==> config.mk <==
export PLATFORM = sky130hd
export DESIGN_NAME = rs_issue_scheduler
export DESIGN_NICKNAME = d
export VERILOG_FILES = /design/src/rtl/rs_issue_scheduler_pkg.sv /design/src/rtl/rs_issue_scheduler_age_select.sv /design/src/rtl/rs_issue_scheduler.sv
export SDC_FILE = /design/constraint.sdc
export NUM_CORES = 1
export LEC_CHECK = 0
export ABC_AREA = 1
export CAP_MARGIN = 20
export CORE_MARGIN = 2
export CORE_UTILIZATION = 50
export CTS_CLUSTER_SIZE = 8
export DETAILED_ROUTE_END_ITERATION = 7
export DONT_BUFFER_PORTS = 1
export HOLD_SLACK_MARGIN = 0.12
export PLACE_DENSITY = 0.71
export SYNTH_ARGS = -nofsm -noshare
export SYNTH_HDL_FRONTEND = slang
export SYNTH_SLANG_ARGS = --single-unit
==> constraint.sdc <==
create_clock -name clk -period 3.78 [get_ports clk]
set_clock_uncertainty 0.2 [all_clocks]
set_input_delay 0.945 -clock clk [delete_from_list [all_inputs] [get_ports clk]]
set_output_delay 0.945 -clock clk [all_outputs]
set_load 0.02 [all_outputs]
==> src/rtl/rs_issue_scheduler_pkg.sv <==
// Shared types and sizing for the reservation-station issue scheduler.
// Optional feature macro used by the scheduler: RS_WAKEUP_BYPASS_EN.
package rs_issue_scheduler_pkg;

    localparam int RS_ENTRIES = 4;
    localparam int NUM_FUS    = 4;
    localparam int NUM_PREGS  = 64;
    localparam int PW         = $clog2(NUM_PREGS);
    localparam int RS_IDX_W   = $clog2(RS_ENTRIES);
    localparam int RS_CNT_W   = $clog2(RS_ENTRIES + 1);
    localparam int XLEN       = 32;

    typedef enum logic {
        REG_FILE = 1'b0,
        FORWARD  = 1'b1
    } fwrd_mux;

    typedef struct packed {
        logic [XLEN-1:0] pc;
        logic [6:0]      opcode;
        logic [PW-1:0]   src1_preg;
        logic [PW-1:0]   src2_preg;
        logic [PW-1:0]   dst_preg;
    } disp_packet_t;

    typedef struct packed {
        logic [XLEN-1:0] pc;
        logic [6:0]      opcode;
        logic [PW-1:0]   src1_preg;
        logic [PW-1:0]   src2_preg;
        logic [PW-1:0]   dst_preg;
        logic [XLEN-1:0] src1_val;
        logic [XLEN-1:0] src2_val;
        logic            alu_en;
    } exec_packet_t;

    typedef struct packed {
        disp_packet_t pkt;
        logic         vld;
        logic         src1_rdy;
        logic         src2_rdy;
    } rs_entry_t;

    // age[r][c] = 1 means entry r is older than entry c
    typedef logic [RS_ENTRIES-1:0][RS_ENTRIES-1:0] age_mat_t;

    function automatic logic wb_hit(
        input logic [PW-1:0]               preg,
        input logic [NUM_FUS-1:0]          wb_v,
        input logic [NUM_FUS-1:0][PW-1:0]  wb_p
    );
        logic hit;
        hit = 1'b0;
        for (int k = 0; k < NUM_FUS; k++) begin
            if (wb_v[k] && (wb_p[k] == preg)) begin
                hit = 1'b1;
            end
        end
        return hit;
    endfunction

    // Register-read fills the operand values later; the scheduler only routes the uop.
    function automatic exec_packet_t to_exec(input disp_packet_t d);
        exec_packet_t e;
        e.pc        = d.pc;
        e.opcode    = d.opcode;
        e.src1_preg = d.src1_preg;
        e.src2_preg = d.src2_preg;
        e.dst_preg  = d.dst_preg;
        e.src1_val  = '0;
        e.src2_val  = '0;
        e.alu_en    = 1'b1;
        return e;
    endfunction

endpackage

==> src/rtl/rs_issue_scheduler_age_select.sv <==
// Combinational oldest-first selector over an age matrix, plus the matrix
// update applied when a new entry is allocated.
module rs_age_select
    import rs_issue_scheduler_pkg::*;
(
    input  age_mat_t                age,
    input  logic [RS_ENTRIES-1:0]   cand,
    input  logic                    alloc_en,
    input  logic [RS_IDX_W-1:0]     alloc_idx,
    output logic [RS_ENTRIES-1:0]   grant,
    output logic                    any_grant,
    output age_mat_t                age_next
);

    // New entry is younger than everyone: its row clears, its column sets.
    function automatic age_mat_t age_insert(input age_mat_t a, input logic [RS_IDX_W-1:0] idx);
        age_mat_t r;
        r = a;
        for (int row = 0; row < RS_ENTRIES; row++) begin
            for (int col = 0; col < RS_ENTRIES; col++) begin
                if (RS_IDX_W'(row) == idx) begin
                    r[row][col] = 1'b0;
                end else if (RS_IDX_W'(col) == idx) begin
                    r[row][col] = 1'b1;
                end
            end
        end
        return r;
    endfunction

    logic [RS_ENTRIES-1:0] older_col [RS_ENTRIES];

    generate
        for (genvar gi = 0; gi < RS_ENTRIES; gi++) begin : g_grant
            for (genvar gj = 0; gj < RS_ENTRIES; gj++) begin : g_col
                assign older_col[gi][gj] = age[gj][gi];
            end
            // Granted only if no other candidate is older than this one.
            assign grant[gi] = cand[gi] && ~|(cand & older_col[gi]);
        end
    endgenerate

    assign any_grant = |grant;
    assign age_next  = alloc_en ? age_insert(age, alloc_idx) : age;

endmodule

==> src/rtl/rs_issue_scheduler.sv <==
// Reservation-station scheduler: buffers dispatched uops, wakes sources on
// writeback tags, issues the oldest ready entry. Macro: RS_WAKEUP_BYPASS_EN.
module rs_issue_scheduler
    import rs_issue_scheduler_pkg::*;
(
    input  logic                        clk,
    input  logic                        rst,
    input  logic                        flush,
    input  logic                        disp_valid,
    output logic                        disp_ready,
    input  disp_packet_t                disp_pkt,
    input  logic                        disp_src1_rdy,
    input  logic                        disp_src2_rdy,
    input  logic [NUM_FUS-1:0]          wb_valid,
    input  logic [NUM_FUS-1:0][PW-1:0]  wb_preg,
    output logic                        iss_valid,
    input  logic                        iss_ready,
    output exec_packet_t                iss_pkt,
    output fwrd_mux                     iss_src1_sel,
    output fwrd_mux                     iss_src2_sel,
    output logic [RS_CNT_W-1:0]         rs_count
);

    rs_entry_t             entry_reg [RS_ENTRIES];
    age_mat_t              age_reg;
    age_mat_t              age_next;
    logic                  iss_valid_reg;
    exec_packet_t          iss_pkt_reg;
    fwrd_mux               src1_sel_reg;
    fwrd_mux               src2_sel_reg;
    logic [RS_CNT_W-1:0]   count_reg;

    logic [RS_ENTRIES-1:0] vld_vec;
    logic [RS_ENTRIES-1:0] hit1;
    logic [RS_ENTRIES-1:0] hit2;
    logic [RS_ENTRIES-1:0] cand;
    logic [RS_ENTRIES-1:0] grant;
    logic                  any_grant;
    logic [RS_IDX_W-1:0]   grant_idx;
    logic [RS_IDX_W-1:0]   alloc_idx;
    logic                  alloc_en;
    logic                  load_en;
    logic                  disp_hit1;
    logic                  disp_hit2;
    fwrd_mux               sel1_next;
    fwrd_mux               sel2_next;

    generate
        for (genvar gi = 0; gi < RS_ENTRIES; gi++) begin : g_wake
            assign vld_vec[gi] = entry_reg[gi].vld;
            assign hit1[gi]    = wb_hit(entry_reg[gi].pkt.src1_preg, wb_valid, wb_preg);
            assign hit2[gi]    = wb_hit(entry_reg[gi].pkt.src2_preg, wb_valid, wb_preg);
`ifdef RS_WAKEUP_BYPASS_EN
            assign cand[gi] = entry_reg[gi].vld
                            && (entry_reg[gi].src1_rdy || hit1[gi])
                            && (entry_reg[gi].src2_rdy || hit2[gi]);
`else
            assign cand[gi] = entry_reg[gi].vld && entry_reg[gi].src1_rdy && entry_reg[gi].src2_rdy;
`endif
        end
    endgenerate

    rs_age_select u_age_select (
        .age       (age_reg),
        .cand      (cand),
        .alloc_en  (alloc_en),
        .alloc_idx (alloc_idx),
        .grant     (grant),
        .any_grant (any_grant),
        .age_next  (age_next)
    );

    // Free-slot view is registered, so a slot vacated by this cycle's issue stays unused.
    assign disp_ready = (count_reg < RS_CNT_W'(RS_ENTRIES)) && !rst;
    assign alloc_en   = disp_valid && disp_ready;
    assign load_en    = (!iss_valid_reg || iss_ready) && any_grant;
    assign disp_hit1  = wb_hit(disp_pkt.src1_preg, wb_valid, wb_preg);
    assign disp_hit2  = wb_hit(disp_pkt.src2_preg, wb_valid, wb_preg);

    always_comb begin
        alloc_idx = '0;
        for (int i = RS_ENTRIES - 1; i >= 0; i--) begin
            if (!vld_vec[i]) begin
                alloc_idx = RS_IDX_W'(i);
            end
        end
        grant_idx = '0;
        for (int i = 0; i < RS_ENTRIES; i++) begin
            if (grant[i]) begin
                grant_idx = RS_IDX_W'(i);
            end
        end
    end

    // A granted source not yet ready in registered state must have woken this cycle.
    always_comb begin
        sel1_next = REG_FILE;
        sel2_next = REG_FILE;
`ifdef RS_WAKEUP_BYPASS_EN
        if (!entry_reg[grant_idx].src1_rdy) sel1_next = FORWARD;
        if (!entry_reg[grant_idx].src2_rdy) sel2_next = FORWARD;
`endif
    end

    always_ff @(posedge clk) begin
        if (rst) begin
            for (int i = 0; i < RS_ENTRIES; i++) begin
                entry_reg[i] <= '0;
            end
            age_reg       <= '0;
            iss_valid_reg <= 1'b0;
            iss_pkt_reg   <= '0;
            src1_sel_reg  <= REG_FILE;
            src2_sel_reg  <= REG_FILE;
            count_reg     <= '0;
        end else if (flush) begin
            for (int i = 0; i < RS_ENTRIES; i++) begin
                entry_reg[i].vld      <= 1'b0;
                entry_reg[i].src1_rdy <= 1'b0;
                entry_reg[i].src2_rdy <= 1'b0;
            end
            iss_valid_reg <= 1'b0;
            count_reg     <= '0;
        end else begin
            for (int i = 0; i < RS_ENTRIES; i++) begin
                if (entry_reg[i].vld && hit1[i]) entry_reg[i].src1_rdy <= 1'b1;
                if (entry_reg[i].vld && hit2[i]) entry_reg[i].src2_rdy <= 1'b1;
                if (load_en && grant[i]) entry_reg[i].vld <= 1'b0;
            end
            if (alloc_en) begin
                entry_reg[alloc_idx].pkt      <= disp_pkt;
                entry_reg[alloc_idx].vld      <= 1'b1;
                entry_reg[alloc_idx].src1_rdy <= disp_src1_rdy || disp_hit1;
                entry_reg[alloc_idx].src2_rdy <= disp_src2_rdy || disp_hit2;
            end
            age_reg <= age_next;
            if (load_en) begin
                iss_valid_reg <= 1'b1;
                iss_pkt_reg   <= to_exec(entry_reg[grant_idx].pkt);
                src1_sel_reg  <= sel1_next;
                src2_sel_reg  <= sel2_next;
            end else if (iss_ready) begin
                iss_valid_reg <= 1'b0;
            end
            count_reg <= count_reg + RS_CNT_W'(alloc_en) - RS_CNT_W'(load_en);
        end
    end

    assign iss_valid    = iss_valid_reg;
    assign iss_pkt      = iss_pkt_reg;
    assign iss_src1_sel = src1_sel_reg;
    assign iss_src2_sel = src2_sel_reg;
    assign rs_count     = count_reg;

endmodule

==> impl_metrics.py <==
metrics = {
    "worst_hold_path": {
        "hp-class": "input pin to register",
    },
    "setup_path": {
        "r2r-start": "entry_reg[3][2]",
        "crit_type": "register to register",
        "r2r-end": "rs_count[2]",
        "path_cells": "nand2_1 -> nor2_2 -> nand2_1 -> nand2_1 -> nor2_2 -> nor2_4 -> nand2_2 -> nand2_2 -> inv_1 -> ha_1 -> inv_1 -> ha_1 -> inv_1 -> fa_1 -> xnor2_1 -> or2_2 -> a21oi_1",
        "cp-endpoint": "rs_count[2]",
        "cp.arrival_ns": 3.33,
        "r2r_slack_ns": 0.72,
        "startpoint": "entry_reg[3][2]",
        "crit_family": "simple AND/OR/NAND/NOR gates",
        "critPathLaunchType": "register",
        "reg2reg_depth": 17,
        "critical_path_required_ns": 4.05,
        "slowest_delay_ns": 0.47,
        "cp_max_fo": 7,
        "crit_slowest_cell": "dfxtp_1",
        "path_buf_inv": 3,
        "crit_cells": 17,
        "crit_path_end_kind": "register",
    },
    "global_routing": {
        "grt_pass1_wl_um": 84000,
        "overflow": 0,
        "grt_pass1_vias": 14315,
        "track_usage": 0.311,
        "antenna_found_initial": 1,
        "grt_max_degree": 61,
    },
    "placed_design": {
        "dp_hpwl_um": 35200,
        "gpl.final_weighted_congestion": 0.992,
        "portBuffers": 0,
        "dpl-instance-area_sq_mm": 0.0170,
    },
    "clocking": {
        "clkTransAtPathRegs_ns": 0.05,
        "numCtsBuffers": 45,
        "clkLatencyLatePin_ns": 0.55,
        "root_buffer": "clkbuf_16",
        "cts_resized": 0,
        "cts_tree": "yes",
        "post-cts-setup-buffers": 0,
        "holdBufCountCts": 0,
        "cts_num_sinks": 314,
        "h-tree-depth": 2,
        "ctsLongestPathBuffers": 3,
    },
    "logic_synthesis": {
        "ys_ff_latch": 314,
        "synth_top_area_share": 0.411,
        "syn_inst": 2108,
        "ys_seq_area_frac": 0.508,
        "synth_top_cell_by_area": "edfxtp_1",
        "yosysWarnings": 0,
        "synthTopCellsByCount": "573 x nor2_1, 301 x nand2_1, 232 x edfxtp_1",
        "yosys.cell_types.count": 41,
        "syn_area_sq_mm": 0.0169,
        "synth.most_common_cell": "nor2_1",
        "synthArstFlopShare": 0,
        "synth_edf_count": 232,
        "yosys-top-cells-area": "edfxtp_1 41%, nor2_1 13%, dfxtp_1 9.7%",
        "synth_area_per_cell_sq_um": 8.04,
        "synthFlopType": "edfxtp_1",
    },
    "timing": {
        "fmax_mhz": 327,
        "maxSlewHeadroom": 0.445,
        "hold_ws_ns": 0.276,
        "period_share": 0.809,
        "worst_slew_pin_slew_ns": 0.831,
        "slew_violations": 0,
        "fin_crit_ns": 3.06,
        "finalHoldViolations": 0,
        "rsz0062_at_grt": "false",
        "final-setup-viol-count": 0,
        "tns_ns": 0,
    },
    "pwr": {
        "p_leak_nw": 7.56,
        "ir_worst_vdd_v": 0.000338,
        "p_per_area_mw_per_mm2": 452,
    },
    "routing": {
        "final_antenna_net_count": 0,
        "drc": 0,
        "num_vias": 14957,
        "wirelength_um": 55900,
        "dr.pass1.iters": 5,
        "vias_per_cell": 5.87,
        "drt_iter0_drc": 1810,
        "routedWlPerCell_um": 21.9,
    },
    "die": {
        "ios": 221,
        "core_area_sq_mm": 0.0334,
        "die_width_um": 188,
        "rows": 67,
        "initial_core_util": 0.507,
        "die_area_sq_mm": 0.0354,
        "dieHeight_um": 188,
    },
    "finish": {
        "post-route-cell-area_sq_mm": 0.0183,
        "area_delta_synth_final_pct": 8.07,
        "largest_reg_flops": 240,
        "final_nets": 2164,
        "drive_above_1_share": 0.0514,
        "fin_util": 0.548,
    },
    "run": {
        "drv_cap": 0,
    },
    "status": {
        "status": "finished clean",
    },
}
metrics by stage:
stage / total power, mW / std cells / worst slack [ns]
global placement: 4.59 / 2466 / 0.588
global route: 8.52 / 2548 / 0.507
floorplan: 4.49 / 2173 / 0.173
CTS: 8.30 / 2548 / 0.750
finish: 8.28 / 2549 / 0.722
detailed placement: 4.61 / 2466 / 0.509
worst reg2reg max path, stage by stage (launching register included):
cell	delay (ns)
dfxtp_1	0.47
nand2_1	0.11
nor2_2	0.16
nand2_1	0.07
nand2_1	0.07
nor2_2	0.06
nor2_4	0.14
nand2_2	0.08
nand2_2	0.10
inv_1	0.05
ha_1	0.27
inv_1	0.06
ha_1	0.13
inv_1	0.05
fa_1	0.40
xnor2_1	0.16
or2_2	0.29
a21oi_1	0.12
worst min-delay path by stage:
stage | start | depth (start not counted) | end | slack (ns)
6_report | rst | 1 | age_reg[3] | 0.28
5_1_grt | rst | 1 | age_reg[7] | 0.27
4_1_cts | rst | 1 | age_reg[3] | 0.27
3_5_place_dp | age_reg[14] | 2 | age_reg[14] | 0.26
3_3_place_gp | age_reg[14] | 2 | age_reg[14] | 0.26
2_1_floorplan | age_reg[11] | 2 | age_reg[11] | 0.23
routing by layer:
layer	track usage	up-vias	share of wire
met3	0.0749	150	0.12
li1	-	6773	-
met2	0.471	954	0.44
met1	0.428	7080	0.40
met5	0	-	0
met4	0.131	0	0.039
cell families after synthesis:
kind of cell,Yosys count,synth area share
flops,314,0.508
other cells,1,0.000221
buf+inv,365,0.103
fa+ha+maj,7,0.00561
compound gates,428,0.141
xor+xnor,42,0.0217
simple gates,951,0.221
final cells by class:
type | instances | area (sq um)
repair buffers | 27 | 278
well taps | 448 | 561
flip-flops and latches | 314 | 8610
clock buffers | 79 | 1270
clock inverters | 3 | 45.0
fillers | 3087 | 15100
diodes | 1 | 2.50
multi-input cells | 1494 | 6860
inverters | 183 | 687
report_power, final:
part / internal (mW) / switching (mW)
Clock: 2.27 / 1.45
Sequential: 3.83 / 0.0922
Combinational: 0.189 / 0.454
cells in the final DEF (no fill, tap or decap), types with 3 or more instances in the layout:
master	n
o21ai_0	208
nor3_1	14
ha_1	6
clkinv_1	9
xnor2_1	31
o2111ai_1	18
clkbuf_1	33
conb_1	66
buf_4	21
nand2_1	294
nor2_2	5
clkbuf_16	46
edfxtp_1	232
o21ai_1	32
xor2_1	11
dfxtp_1	82
nand3_1	25
buf_12	6
or2_2	3
nand4_1	16
a21oi_1	55
o211ai_1	6
nand2_2	11
nor2_1	573
nor2_4	4
a221oi_1	6
o22ai_1	95
inv_2	7
inv_1	167
No activity file was read; power rests on OpenSTA's default activity.
